[src/rtl/mem_arb_pkg.sv]
// mem_arb_pkg: shared types and constants for the two-port memory arbiter.
// Holds the requester count, the requester-index type and the FSM state enum.
package mem_arb_pkg;

    localparam int NUM_REQ = 2;
    localparam int IDX_W   = $clog2(NUM_REQ);

    typedef logic [IDX_W-1:0] req_idx_t;

    typedef enum logic {
        ST_IDLE    = 1'b0,
        ST_WAIT_RD = 1'b1
    } arb_state_t;

endpackage

[src/rtl/mem_port_arbiter_rr_pick2.sv]
// rr_pick2: two-way round-robin selector (purely combinational).
// Ports: i_elig  - eligible requester mask
//        i_last  - index of the most recently granted requester
//        o_gnt   - one-hot winner (all zero when nobody is eligible)
//        o_idx   - winner index (0 when nobody is eligible)
module rr_pick2
    import mem_arb_pkg::*;
(
    input  logic [NUM_REQ-1:0] i_elig,
    input  req_idx_t           i_last,
    output logic [NUM_REQ-1:0] o_gnt,
    output req_idx_t           o_idx
);

    always_comb begin
        o_gnt = '0;
        o_idx = '0;
        case (i_elig)
            2'b01: begin
                o_gnt = 2'b01;
                o_idx = 1'b0;
            end
            2'b10: begin
                o_gnt = 2'b10;
                o_idx = 1'b1;
            end
            2'b11: begin
                // Tie: the one not granted most recently wins.
                o_idx = ~i_last;
                o_gnt = i_last ? 2'b01 : 2'b10;
            end
            default: begin
                o_gnt = '0;
                o_idx = '0;
            end
        endcase
    end

endmodule

[src/rtl/mem_port_arbiter.sv]
// mem_port_arbiter: shares one memory port between two requesters with
// round-robin arbitration; reads block further grants until they complete.
// Ports: clk_a/arst_aq clock and async active-high reset;
//        req_en/we/addr/din requester commands; req_gnt grant pulses;
//        req_valid/dout/err read response; m_en/we/addr/din memory command;
//        m_dout/m_valid memory read response.
// Option: define MEM_ARB_TIMEOUT_EN to build the read watchdog.
module mem_port_arbiter
    import mem_arb_pkg::*;
#(
    parameter int ADDR_WIDTH  = 16,
    parameter int DATA_WIDTH  = 32,
    parameter int TIMEOUT_CYC = 64
) (
    input  logic                                 clk_a,
    input  logic                                 arst_aq,
    input  logic [NUM_REQ-1:0]                   req_en,
    input  logic [NUM_REQ-1:0]                   req_we,
    input  logic [NUM_REQ-1:0][ADDR_WIDTH-1:0]   req_addr,
    input  logic [NUM_REQ-1:0][DATA_WIDTH-1:0]   req_din,
    output logic [NUM_REQ-1:0]                   req_gnt,
    output logic [NUM_REQ-1:0]                   req_valid,
    output logic [DATA_WIDTH-1:0]                req_dout,
    output logic [NUM_REQ-1:0]                   req_err,
    output logic                                 m_en,
    output logic                                 m_we,
    output logic [ADDR_WIDTH-1:0]                m_addr,
    output logic [DATA_WIDTH-1:0]                m_din,
    input  logic [DATA_WIDTH-1:0]                m_dout,
    input  logic                                 m_valid
);

    arb_state_t              r_state;
    req_idx_t                r_last;
    req_idx_t                r_owner;
    logic [NUM_REQ-1:0]      r_gnt;
    logic [NUM_REQ-1:0]      r_valid;
    logic [DATA_WIDTH-1:0]   r_dout;
    logic                    r_m_en;
    logic                    r_m_we;
    logic [ADDR_WIDTH-1:0]   r_m_addr;
    logic [DATA_WIDTH-1:0]   r_m_din;

    logic [NUM_REQ-1:0]      w_elig;
    logic [NUM_REQ-1:0]      w_pick;
    req_idx_t                w_idx;
    logic                    w_any;

    // A requester granted this cycle still holds req_en; mask it so the
    // same command is not accepted twice.
    assign w_elig = req_en & ~r_gnt;
    assign w_any  = |w_elig;

    rr_pick2 u_pick (
        .i_elig (w_elig),
        .i_last (r_last),
        .o_gnt  (w_pick),
        .o_idx  (w_idx)
    );

`ifdef MEM_ARB_TIMEOUT_EN
    localparam int CNT_W = $clog2(TIMEOUT_CYC + 1);
    logic [CNT_W-1:0]        r_cnt;
    logic [NUM_REQ-1:0]      r_err;
    assign req_err = r_err;
`else
    logic w_unused_cfg;
    assign w_unused_cfg = ^TIMEOUT_CYC;
    assign req_err      = '0;
`endif

    always_ff @(posedge clk_a or posedge arst_aq) begin
        if (arst_aq) begin
            r_state  <= ST_IDLE;
            r_last   <= 1'b1;
            r_owner  <= '0;
            r_gnt    <= '0;
            r_valid  <= '0;
            r_dout   <= '0;
            r_m_en   <= 1'b0;
            r_m_we   <= 1'b0;
            r_m_addr <= '0;
            r_m_din  <= '0;
`ifdef MEM_ARB_TIMEOUT_EN
            r_cnt    <= '0;
            r_err    <= '0;
`endif
        end else begin
            // Command and response outputs are single-cycle pulses.
            r_gnt    <= '0;
            r_valid  <= '0;
            r_dout   <= '0;
            r_m_en   <= 1'b0;
            r_m_we   <= 1'b0;
            r_m_addr <= '0;
            r_m_din  <= '0;
`ifdef MEM_ARB_TIMEOUT_EN
            r_err    <= '0;
`endif
            unique case (r_state)
                ST_IDLE: begin
                    if (w_any) begin
                        r_gnt    <= w_pick;
                        r_last   <= w_idx;
                        r_m_en   <= 1'b1;
                        r_m_we   <= req_we[w_idx];
                        r_m_addr <= req_addr[w_idx];
                        r_m_din  <= req_din[w_idx];
                        if (!req_we[w_idx]) begin
                            r_state <= ST_WAIT_RD;
                            r_owner <= w_idx;
`ifdef MEM_ARB_TIMEOUT_EN
                            r_cnt   <= '0;
`endif
                        end
                    end
                end
                ST_WAIT_RD: begin
                    // m_valid takes priority over an expiring watchdog.
                    if (m_valid) begin
                        r_valid[r_owner] <= 1'b1;
                        r_dout           <= m_dout;
                        r_state          <= ST_IDLE;
                    end
`ifdef MEM_ARB_TIMEOUT_EN
                    else if (r_cnt == CNT_W'(TIMEOUT_CYC)) begin
                        r_valid[r_owner] <= 1'b1;
                        r_err[r_owner]   <= 1'b1;
                        r_state          <= ST_IDLE;
                    end else begin
                        r_cnt <= r_cnt + 1'b1;
                    end
`endif
                end
            endcase
        end
    end

    assign req_gnt   = r_gnt;
    assign req_valid = r_valid;
    assign req_dout  = r_dout;
    assign m_en      = r_m_en;
    assign m_we      = r_m_we;
    assign m_addr    = r_m_addr;
    assign m_din     = r_m_din;

endmodule
[config.mk]
export PLATFORM = sky130hd
export DESIGN_NAME = mem_port_arbiter
export DESIGN_NICKNAME = d
export VERILOG_FILES = /design/src/rtl/mem_arb_pkg.sv /design/src/rtl/mem_port_arbiter_rr_pick2.sv /design/src/rtl/mem_port_arbiter.sv
export SDC_FILE = /design/constraint.sdc
export NUM_CORES = 1
export LEC_CHECK = 0
export CORE_MARGIN = 2
export CORE_UTILIZATION = 36
export DETAILED_ROUTE_END_ITERATION = 10
export GPL_ROUTABILITY_DRIVEN = 0
export PLACE_DENSITY_LB_ADDON = 0.15
export SLEW_MARGIN = 20
export SYNTH_ARGS = -nofsm -noshare
export SYNTH_HDL_FRONTEND = slang
export SYNTH_SLANG_ARGS = --single-unit
[constraint.sdc]
create_clock -name clk_a -period 4.1 [get_ports clk_a]
set_input_delay 0.82 -clock clk_a [delete_from_list [all_inputs] [get_ports clk_a]]
set_output_delay 0.82 -clock clk_a [all_outputs]
set_load 0.05 [all_outputs]
==> impl_metrics.env <==
export IMPL_finalHoldViolations=0
export IMPL_first_global_vias=3037
export IMPL_finalClockSkew_ns=0.0147
export IMPL_start_util_pct=36.4
export IMPL_utilization_pct=63.7
export IMPL_nFillCells=765
export IMPL_drive_gt1_share_pct=5.08
export IMPL_nNetsFinal=661
export IMPL_synth_distinct_cells=24
export IMPL_status="finished, final reports clean"
export IMPL_synthTopCellsByArea="dfrtp_1 (66%), nand2_1 (11%), a21oi_1 (7.4%)"
export IMPL_final_antenna_net_count=0
export IMPL_final_cell_mix="clkdlybuf4s50_1 (220), nand2_1 (97), dfrtp_1 (88)"
export IMPL_crit_type="in -> reg"
export IMPL_register_area_um2=2230
export IMPL_viasPerCell=4.69
export IMPL_grt_pass1_wl_um=15200
export IMPL_grt_overflow=0
export IMPL_final_common_cell="clkdlybuf4s50_1"
export IMPL_die_w_um=100
export IMPL_power_mw=3.42
export IMPL_yosysSeqAreaShare_pct=67.2
export IMPL_dp_hpwl_um=7190
export IMPL_maxSlewViolCount=0
export IMPL_cp_max_fo=34
export IMPL_synthesis_area_um2=3320
export IMPL_max_freq_mhz=408
export IMPL_r2r_slack_ns=1.84
export IMPL_cts_root_buf="clkbuf_8"
export IMPL_setup_violations=0
export IMPL_htreeDepth=3
export IMPL_slew_headroom_pct=33.3
export IMPL_cts_setup_buffers=0
export IMPL_holdPathEnd="req_valid[0]"
export IMPL_cts_tree="yes"
export IMPL_hold_worst_slack_ns=0.475
export IMPL_vias=3011
export IMPL_area_growth_pct=74.8
export IMPL_instances_no_fill=642
export IMPL_holdPathStages=1
export IMPL_grtUsageTotal_pct=19.8
export IMPL_hold_class="reg -> reg"
export IMPL_die_height_um=100
export IMPL_drt_wl_total_um=9850
export IMPL_reg2reg_depth=3
export IMPL_cts_reportedPaths_clkPinSlew_ns=0.10
export IMPL_ir_drop_mv=0.238
export IMPL_core_area_um2=9110
export IMPL_arrival_ns=2.71
export IMPL_period_share_pct=59.7
export IMPL_r2r_start="r_state"
export IMPL_drtIter0Drc=66
export IMPL_cts_buffers_inserted=9
export IMPL_power_leakage_nw=2.69
export IMPL_ys_warn_count=0
export IMPL_dieArea_um2=10000
export IMPL_clk_latency_ns=0.35
export IMPL_finalSetupTns_ns=0
export IMPL_io_pins=223
export IMPL_startpoint_type="input pin"
export IMPL_power_density_nw_per_um2=590
export IMPL_first_pass_iters=4
export IMPL_grt_max_degree=52
export IMPL_avgRoutedWirePerCell_um=15.3
export IMPL_min_delay_start="r_owner"
export IMPL_dpl_cell_count=626
export IMPL_multi_input_area_um2=952
export IMPL_cp_end_kind="register"
export IMPL_synth_top_area_share_pct=66.4
export IMPL_cts_sinks=89
export IMPL_worst_pin_slew_ns=1.00
export IMPL_row_count=35
export IMPL_synth_area_leader_cell="dfrtp_1"
export IMPL_cts_max_path_buffers=2
export IMPL_r2r_end="m_we"
export IMPL_io_buffers=220
export IMPL_cts_hold_buf=0
export IMPL_ys_ff_latch=89
export IMPL_grt_setup_unrepaired="false"
export IMPL_remaining_drc_errors=0
export IMPL_drv_cap=0
export IMPL_diodes=0
export IMPL_crit_required_ns=4.36
export IMPL_min_period_ns=2.45
export IMPL_antenna_found_initial=0
export IMPL_synthCells=316
export IMPL_post_cts_resize_count=0
export IMPL_syn_avg_cell_area_um2=10.5
==> where the power goes <==
| part | switching [mW] | total, mW | internal, mW |
|---|---|---|---|
| Clock | 0.315 | 0.677 | 0.362 |
| Combinational | 1.04 | 1.58 | 0.539 |
| Sequential | 0.0965 | 1.17 | 1.07 |
| Total | 1.45 | 3.42 | 1.97 |
==> final cells by class <==
cell class,count,share of cell area [%]
Timing Repair Buffer,224,38.5
Tap cell,111,2.39
Clock buffer,10,2.37
Multi-Input combinational cell,197,16.4
Inverter,5,0.345
Clock inverter,6,1.55
Sequential cell,89,38.4
==> routing by layer <==
metal	global-route usage [%]	routed length [µm]
met1	21.9	3660
met3	7.17	977
met5	0	0
met4	6.74	154
met2	35.2	5060
==> worst max path at each step <==
stage / startpoint / to / slack (ns) / cells past startpoint
2_1_floorplan: arst_aq / m_addr[0] / 0.97 / 1
3_3_place_gp: req_en[1] / m_din[31] / 1.31 / 6
3_5_place_dp: req_en[1] / m_din[8] / 1.24 / 6
4_1_cts: req_en[1] / m_din[8] / 1.65 / 6
5_1_grt: req_en[1] / m_addr[7] / 1.46 / 6
6_report: req_en[1] / m_addr[7] / 1.65 / 6
==> flip-flops by register name (all words and copies together), names as in the netlist <==
register	flops
r_state	1
req_gnt	2
m_din	32
req_dout	32
r_owner	1
m_en	1
m_we	1
r_last	1
m_addr	16
req_valid	2
==> logic make-up after synthesis <==
family | share of synthesized area [%]
AOI/OAI and AO/OA | 9.01
buffers and inverters | 4.56
DFF | 67.2
muxes | 0.754
other | 0.113
and+or+nand+nor | 18.4
==> synthesized netlist by cell type <==
library cell  number
a21o_1             1
a21oi_1           49
a31o_1             1
a31oi_2            1
and2_1             1
and3_1            32
buf_2              7
buf_4              5
buf_6              1
clkbuf_1          13
conb_1             1
dfrtp_1           88
dfstp_2            1
inv_1              5
mux2_4             1
mux2i_1            1
nand2_1           97
nand2b_1           1
nand2b_4           1
nor2_1             4
nor3_1             1
o21ai_0            1
o22ai_1            2
o31ai_1            1
==> worst max-delay path, cell delays in order <==
cell and delay, ns:
clkdlybuf4s50_1 0.50, nand2b_4 0.09, a31oi_4 0.74, buf_4 0.35
nand2_1 0.08, a21oi_1 0.12
==> through the flow <==
step	setup slack, ns	instance area (µm²)
finish	1.65	5800
global route	1.46	5800
CTS	1.65	5800
detailed placement	1.24	5570
global placement	1.31	5570
floorplan	0.975	3320
(Power assumes the default switching activity.)
